`src/rtl/vga_sync_tracker_pkg.sv`:
```
// Shared 640x480 timing constants, lock-state encoding and small helpers
// for the receive-side VGA sync tracker.
package vga_sync_tracker_pkg;

  // 640x480 @ 60 Hz, 25 MHz pixel clock
  localparam int H_ACTIVE_640 = 640;
  localparam int H_BP_640     = 48;
  localparam int H_TOTAL_800  = 800;
  localparam int V_ACTIVE_480 = 480;
  localparam int V_BP_480     = 33;
  localparam int V_TOTAL_525  = 525;

  localparam int CNT_W = 10;  // h/v counter width
  localparam int DIV_W = 8;   // frame divider and good-frame counter width

  // Both sync lines idle high (sync pulses are active low)
  localparam logic SYNC_IDLE = 1'b1;

  typedef enum logic [1:0] {
    ST_UNLOCKED = 2'b00,
    ST_ACQUIRE  = 2'b01,
    ST_LOCKED   = 2'b10
  } lock_state_e;

  // True when v lies in the half-open window [lo, hi)
  function automatic logic in_window(input logic [CNT_W-1:0] v,
                                     input logic [CNT_W:0]   lo,
                                     input logic [CNT_W:0]   hi);
    return ({1'b0, v} >= lo) && ({1'b0, v} < hi);
  endfunction

endpackage

```
`src/rtl/vga_sync_tracker_sync_edge_detect.sv`:
```
// Two-flop sampler for one sync line with single-cycle rise/fall pulses.
// Rise is the deassertion of an active-low sync, fall is its assertion.
module sync_edge_detect
  import vga_sync_tracker_pkg::*;
(
  input  logic clk,
  input  logic reset,
  input  logic sync_in,
  output logic rise,
  output logic fall
);

  logic sync_r_q, sync_r_d;
  logic sync_rr_q, sync_rr_d;

  // Shift the pin through the two sample stages
  always_comb begin
    sync_r_d  = sync_in;
    sync_rr_d = sync_r_q;
  end

  // Sample registers come out of reset at the idle (high) level
  always_ff @(posedge clk or posedge reset) begin
    if (reset) begin
      sync_r_q  <= SYNC_IDLE;
      sync_rr_q <= SYNC_IDLE;
    end else begin
      sync_r_q  <= sync_r_d;
      sync_rr_q <= sync_rr_d;
    end
  end

  assign rise = sync_r_q & ~sync_rr_q;
  assign fall = ~sync_r_q & sync_rr_q;

endmodule

```
`src/rtl/vga_sync_tracker.sv`:
```
// Rebuilds pixel coordinates, line/frame strobes and a lock indication
// from the VGA hsync/vsync pair, and issues a divided game-frame request.
//
// frame_req/frame_ack handshake: frame_req is a level that rises the cycle
// after a qualifying frame_strobe and stays high until frame_ack is sampled
// high; it drops on the following cycle. A request that becomes due while
// frame_req is still high sets the sticky overrun flag (unless frame_ack is
// sampled in that same cycle) and is not queued. frame_ack while frame_req
// is low has no effect.
module vga_sync_tracker
  import vga_sync_tracker_pkg::*;
#(
  parameter int H_ACTIVE    = H_ACTIVE_640,
  parameter int H_BP        = H_BP_640,
  parameter int H_TOTAL     = H_TOTAL_800,
  parameter int V_ACTIVE    = V_ACTIVE_480,
  parameter int V_BP        = V_BP_480,
  parameter int V_TOTAL     = V_TOTAL_525,
  parameter int LOCK_FRAMES = 2,
  parameter int FRAME_DIV   = 32
) (
  input  logic             clk,
  input  logic             reset,
  input  logic             hsync_n,
  input  logic             vsync_n,
  input  logic             frame_ack,
  output logic [CNT_W-1:0] x,
  output logic [CNT_W-1:0] y,
  output logic             active,
  output logic             line_strobe,
  output logic             frame_strobe,
  output logic             locked,
  output logic             frame_req,
  output logic             overrun,
  output logic             timing_error,
  output logic [1:0]       dbg_lock_state
);

  localparam logic [CNT_W-1:0] CNT_MAX  = '1;
  localparam logic [CNT_W-1:0] H_LAST   = CNT_W'(H_TOTAL - 1);
  localparam logic [CNT_W-1:0] V_LAST   = CNT_W'(V_TOTAL - 1);
  localparam logic [CNT_W-1:0] H_BP_W   = CNT_W'(H_BP);
  localparam logic [CNT_W-1:0] V_BP_W   = CNT_W'(V_BP);
  localparam logic [CNT_W:0]   H_LO     = (CNT_W+1)'(H_BP);
  localparam logic [CNT_W:0]   H_HI     = (CNT_W+1)'(H_BP + H_ACTIVE);
  localparam logic [CNT_W:0]   V_LO     = (CNT_W+1)'(V_BP);
  localparam logic [CNT_W:0]   V_HI     = (CNT_W+1)'(V_BP + V_ACTIVE);
  localparam logic [DIV_W-1:0] DIV_LAST = DIV_W'(FRAME_DIV - 1);
  localparam logic [DIV_W-1:0] LOCK_N   = DIV_W'(LOCK_FRAMES);

  logic hs_rise, hs_fall, vs_rise, vs_fall;

  sync_edge_detect u_hsync_edge (
    .clk     (clk),
    .reset   (reset),
    .sync_in (hsync_n),
    .rise    (hs_rise),
    .fall    (hs_fall)
  );

  sync_edge_detect u_vsync_edge (
    .clk     (clk),
    .reset   (reset),
    .sync_in (vsync_n),
    .rise    (vs_rise),
    .fall    (vs_fall)
  );

  logic [CNT_W-1:0] h_cnt_q, h_cnt_d;
  logic [CNT_W-1:0] v_cnt_q, v_cnt_d;
  logic             h_seen_q, h_seen_d;
  logic             v_seen_q, v_seen_d;
  logic             frame_bad_q, frame_bad_d;
  logic             line_strobe_q, line_strobe_d;
  logic             frame_strobe_q, frame_strobe_d;
  logic             timing_error_q, timing_error_d;
  lock_state_e      state_q, state_d;
  logic [DIV_W-1:0] good_cnt_q, good_cnt_d;
  logic [DIV_W-1:0] div_q, div_d;
  logic             frame_req_q, frame_req_d;
  logic             overrun_q, overrun_d;

  logic h_err, v_err, frame_good, req_due, locked_w;

  assign locked_w = (state_q == ST_LOCKED);

  // Counters, malformed line/frame detection and strobe sources.
  // A vsync rise wins over a coincident hsync rise for v_cnt.
  always_comb begin
    h_err      = hs_rise & h_seen_q & (h_cnt_q != H_LAST);
    v_err      = vs_rise & v_seen_q & (v_cnt_q != V_LAST);
    frame_good = (v_cnt_q == V_LAST) & ~frame_bad_q & ~h_err;

    if (hs_rise)                h_cnt_d = '0;
    else if (h_cnt_q != CNT_MAX) h_cnt_d = h_cnt_q + CNT_W'(1);
    else                        h_cnt_d = h_cnt_q;

    if (vs_rise)                            v_cnt_d = '0;
    else if (hs_rise && v_cnt_q != CNT_MAX) v_cnt_d = v_cnt_q + CNT_W'(1);
    else                                    v_cnt_d = v_cnt_q;

    h_seen_d       = h_seen_q | hs_rise;
    v_seen_d       = v_seen_q | vs_rise;
    frame_bad_d    = vs_rise ? 1'b0 : (frame_bad_q | h_err);
    line_strobe_d  = hs_rise;
    frame_strobe_d = vs_fall;
    timing_error_d = h_err | v_err;
  end

  // Lock FSM, frame divider and request handshake
  always_comb begin
    state_d     = state_q;
    good_cnt_d  = good_cnt_q;
    div_d       = div_q;
    req_due     = 1'b0;
    frame_req_d = frame_req_q;
    overrun_d   = overrun_q;

    case (state_q)
      ST_UNLOCKED: begin
        if (vs_rise) begin
          state_d    = ST_ACQUIRE;
          good_cnt_d = '0;
        end
      end
      ST_ACQUIRE: begin
        if (vs_rise) begin
          if (!frame_good) begin
            good_cnt_d = '0;
          end else if (good_cnt_q + DIV_W'(1) >= LOCK_N) begin
            state_d    = ST_LOCKED;
            good_cnt_d = '0;
          end else begin
            good_cnt_d = good_cnt_q + DIV_W'(1);
          end
        end
      end
      ST_LOCKED: begin
        if (timing_error_q) state_d = ST_UNLOCKED;
      end
      default: state_d = ST_UNLOCKED;
    endcase

    if (!locked_w) begin
      div_d = '0;
    end else if (frame_strobe_q) begin
      if (div_q == DIV_LAST) begin
        div_d   = '0;
        req_due = 1'b1;
      end else begin
        div_d = div_q + DIV_W'(1);
      end
    end

    if (req_due) begin
      frame_req_d = 1'b1;
      if (frame_req_q && !frame_ack) overrun_d = 1'b1;
    end else if (frame_ack) begin
      frame_req_d = 1'b0;
    end
  end

  // All tracker state; reset drops any pending request
  always_ff @(posedge clk or posedge reset) begin
    if (reset) begin
      h_cnt_q        <= '0;
      v_cnt_q        <= '0;
      h_seen_q       <= 1'b0;
      v_seen_q       <= 1'b0;
      frame_bad_q    <= 1'b0;
      line_strobe_q  <= 1'b0;
      frame_strobe_q <= 1'b0;
      timing_error_q <= 1'b0;
      state_q        <= ST_UNLOCKED;
      good_cnt_q     <= '0;
      div_q          <= '0;
      frame_req_q    <= 1'b0;
      overrun_q      <= 1'b0;
    end else begin
      h_cnt_q        <= h_cnt_d;
      v_cnt_q        <= v_cnt_d;
      h_seen_q       <= h_seen_d;
      v_seen_q       <= v_seen_d;
      frame_bad_q    <= frame_bad_d;
      line_strobe_q  <= line_strobe_d;
      frame_strobe_q <= frame_strobe_d;
      timing_error_q <= timing_error_d;
      state_q        <= state_d;
      good_cnt_q     <= good_cnt_d;
      div_q          <= div_d;
      frame_req_q    <= frame_req_d;
      overrun_q      <= overrun_d;
    end
  end

  // Visible-region decode straight off the registered counters
  always_comb begin
    active = locked_w & in_window(h_cnt_q, H_LO, H_HI) & in_window(v_cnt_q, V_LO, V_HI);
    x      = active ? (h_cnt_q - H_BP_W) : '0;
    y      = active ? (v_cnt_q - V_BP_W) : '0;
  end

  assign line_strobe    = line_strobe_q;
  assign frame_strobe   = frame_strobe_q;
  assign locked         = locked_w;
  assign frame_req      = frame_req_q;
  assign overrun        = overrun_q;
  assign timing_error   = timing_error_q;
  assign dbg_lock_state = state_q;

  // Falling edges are sampled but only the deassertion of hsync matters here
  logic unused_edges;
  assign unused_edges = hs_fall;

endmodule

```
`config.mk`:
```
export PLATFORM = sky130hd
export DESIGN_NAME = vga_sync_tracker
export DESIGN_NICKNAME = d
export VERILOG_FILES = /design/src/rtl/vga_sync_tracker_pkg.sv /design/src/rtl/vga_sync_tracker_sync_edge_detect.sv /design/src/rtl/vga_sync_tracker.sv
export SDC_FILE = /design/constraint.sdc
export NUM_CORES = 1
export LEC_CHECK = 0
export BUFFER_PORTS_ARGS = -buffer_cell sky130_fd_sc_hd__buf_2
export CAP_MARGIN = 10
export CELL_PAD_IN_SITES_DETAIL_PLACEMENT = 0
export CELL_PAD_IN_SITES_GLOBAL_PLACEMENT = 1
export CORE_MARGIN = 2
export CORE_UTILIZATION = 45
export CTS_CLUSTER_SIZE = 28
export DETAILED_ROUTE_END_ITERATION = 6
export PLACE_DENSITY_LB_ADDON = 0.1
export SYNTH_ARGS = -nofsm -noshare
export SYNTH_HDL_FRONTEND = slang
export SYNTH_SLANG_ARGS = --single-unit
export TNS_END_PERCENT = 50
```
`constraint.sdc`:
```
create_clock -name clk -period 3.4 [get_ports clk]
set_input_delay 0.68 -clock clk [delete_from_list [all_inputs] [get_ports clk]]
set_output_delay 0.68 -clock clk [all_outputs]
set_load 0.005 [all_outputs]
```
==> impl_metrics.tcl <==
set metrics [dict create \
    status "completed" \
    setup_viol 0 \
    power_density_mw_per_mm2 381 \
    fin_hold_ws_ns 0.375 \
    place_congestion 0.751 \
    holdPathStages 0 \
    post-route-util_pct 52.3 \
    die_h_um 84.8 \
    synthCells 318 \
    top_usage_layer "met1" \
    ant_nets 0 \
    arrival_ns 2.60 \
    max-clock-path-buffers 2 \
    floorplan.initialDensity_pct 46.5 \
    hp-class "register to register" \
    finClkSkew_ns 0.00982 \
    ys_warn_count 0 \
    cts_sinks 50 \
    grt_pass1_wl_um 10900 \
    total_leakage_power_nw 1.51 \
    dp_cells 418 \
    cp-end-kind "primary output" \
    htreeDepth 2 \
    clock.fmax_mhz 305 \
    globalRoute.totalOverflow 0 \
    worst_slew_pin_slew_ns 0.828 \
    clk_latency_ns 0.31 \
    hpwlAfterDp_um 4290 \
    antenna_found_initial 0 \
    dp_slack_ns 0.465 \
    drt_wl_total_um 6070 \
    drv_slew 0 \
    grtUsageMet3_pct 3.34 \
    power_mw 1.26 \
    die_area_mm2 0.00719 \
    ios 34 \
    ys_seq_area_share_pct 42.8 \
    core_mm2 0.00631 \
    numCtsBuffers 5 \
    synth_edf_count 0 \
    final_net_count 364 \
    synthFlopType "dfrtp_1" \
    antenna_cells 0 \
    syn-num-nets 334 \
    cts_setup_buffers 0 \
    drv_cap 0 \
    num_vias 2275 \
    dr.pass1.iters 4 \
    worstPathRequired_ns 2.72 \
    cts_tree "built" \
    grt_pass1_vias 2240 \
    fin_cells 426 \
    synth_cell_types 57 \
    layout-drive-gt1-share_pct 24.1 \
    placed_cell_area_mm2 0.00318 \
    grtUsageMet2_pct 27.6 \
    routedWlPerCell_um 14.3 \
    grt_max_degree 39 \
    portBuffers 33 \
    grt_usage_pct 19.0 \
    fin_crit_sh_pct 96.5 \
    relSlewSlack_pct 44.7 \
    fin_setup_tns_ns 0 \
    clockRootBuffer "clkbuf_8" \
    vdd_drop_max_v 0.000237 \
    ys_seq_elements 50 \
    avgSynthCellArea_um2 9.23 \
    finalWorstSetupSlack_ns 0.118 \
    drtIter0Drc 151 \
    routed_via_density 5.34 \
    reg2reg_depth 5 \
    post-route-min-period_ns 3.28 \
    finish.instance_area_mm2 0.00330 \
    grt_setup_unrepaired "false" \
    fp.dieW_um 84.8 \
    grtUsageMet1_pct 28.2 \
    row_count 29 \
    cts.reportedPaths.clkPinSlew_ns 0.09 \
    fillers 606 \
    drc 0 \
    hold_start "u_hsync_edge.sync_r_q" \
    r2r-start "h_cnt_q[4]" \
    critical_path.startpoint "v_cnt_q[0]" \
    hold_viol_final 0 \
    cp-start-kind "register" \
    critPathKind "register to primary output" \
    async_reset_ff_share_pct 100 \
    syn_area_mm2 0.00294 \
    cp_max_fo 10 \
    area_delta_synth_final_pct 12.4 \
]
## final timing paths
| check | to | slack [ns] |
|---|---|---|
| worst max-delay path | y[9] | 0.12 |
| worst min-delay path | u_hsync_edge.sync_rr_q | 0.37 |
| worst max register to register | h_cnt_q[1] | 1.30 |
| worst min register to register | u_hsync_edge.sync_rr_q | 0.37 |
| max in group asynchronous | u_hsync_edge.sync_rr_q | 2.16 |
| min in group asynchronous | h_cnt_q[1] | 0.52 |
## flip-flops by register name, summed over array words and instances, names as in the netlist, 2 cells and up
signal          cells
h_cnt_q            10
v_cnt_q            10
div_q               8
good_cnt_q          8
dbg_lock_state      2
## synthesized netlist by cell type (4+ instances only)
cell	number	area, um^2
xnor2_1	14	123
nand2b_1	6	37.5
nand2_1	29	109
xor2_1	8	70.1
a21oi_1	8	40.0
o311ai_0	4	35.0
and4_1	5	43.8
and3_1	4	25.0
dfstp_2	4	105
nand3_1	6	30.0
nor3_1	12	60.1
inv_1	14	52.6
nand4_1	8	50.1
mux2i_1	5	50.1
ha_1	11	138
clkbuf_1	14	52.6
o21ai_0	9	45.0
nor2_2	16	100
nor2b_1	10	62.6
a31oi_1	4	25.0
dfrtp_1	46	1150
nor2_1	29	109
## routing by layer
metal | vias to the layer above | part of all wire [%]
met2 | 42 | 44
met4 | 0 | 1.9
met3 | 8 | 3.0
met5 | - | 0
met1 | 1061 | 51
li1 | 1164 | -
## layout by cell type (no fill, tap or decap), drive strengths merged, types with 6 or more instances in the layout
master / instances
xnor2: 14
nand2: 29
ha: 11
nor2: 45
nor3: 12
nand3: 6
buf: 42
dfrtp: 46
nand2b: 6
nor2b: 10
a21oi: 11
o21ai: 9
nand4: 8
inv: 16
xor2: 8
## layout make-up
type / count / area, um^2 / share of cell area, %
Clock buffer: 5 / 68.8 / 2.08
Clock inverter: 3 / 47.5 / 1.44
Inverter: 15 / 56.3 / 1.71
Multi-Input combinational cell: 234 / 1540 / 46.6
Sequential cell: 50 / 1260 / 38.1
Tap cell: 77 / 96.3 / 2.92
Timing Repair Buffer: 42 / 236 / 7.16
## logic make-up (layout without fill, tap and decap cells)
family / Yosys count / count (layout) / share of synthesized area (%)
and+or+nand+nor: 148 / 148 / 27.4
AOI/OAI and AO/OA: 48 / 48 / 11.9
adders and majority gates: 11 / 11 / 4.69
muxes: 5 / 5 / 1.70
xor gates and xnor gates: 22 / 22 / 6.56
buffers and inverters: 34 / 65 / 4.98
DFF: 50 / 50 / 42.8
## power by group
part           switching, mW  total, mW  internal, mW
sequential            0.0324      0.657         0.625
combinational         0.0961      0.159        0.0632
clock                  0.217      0.440         0.223
total                  0.345       1.26         0.911
## critical path, cell delays in order (launching register included)
cell	delay (ns)
dfrtp_1	0.48
inv_1	0.14
ha_1	0.20
or4b_4	0.52
o311a_1	0.33
o211ai_2	0.18
buf_4	0.26
a21oi_2	0.07
buf_2	0.13
## what timing repair did
| item | in CTS | in global routing |
|---|---|---|
| hold buffers | 0 | 0 |
| resized for setup | 0 | 2 |
| endpoints found under the setup margin | 0 | 1 |
Power figures use the tool's default switching activity.
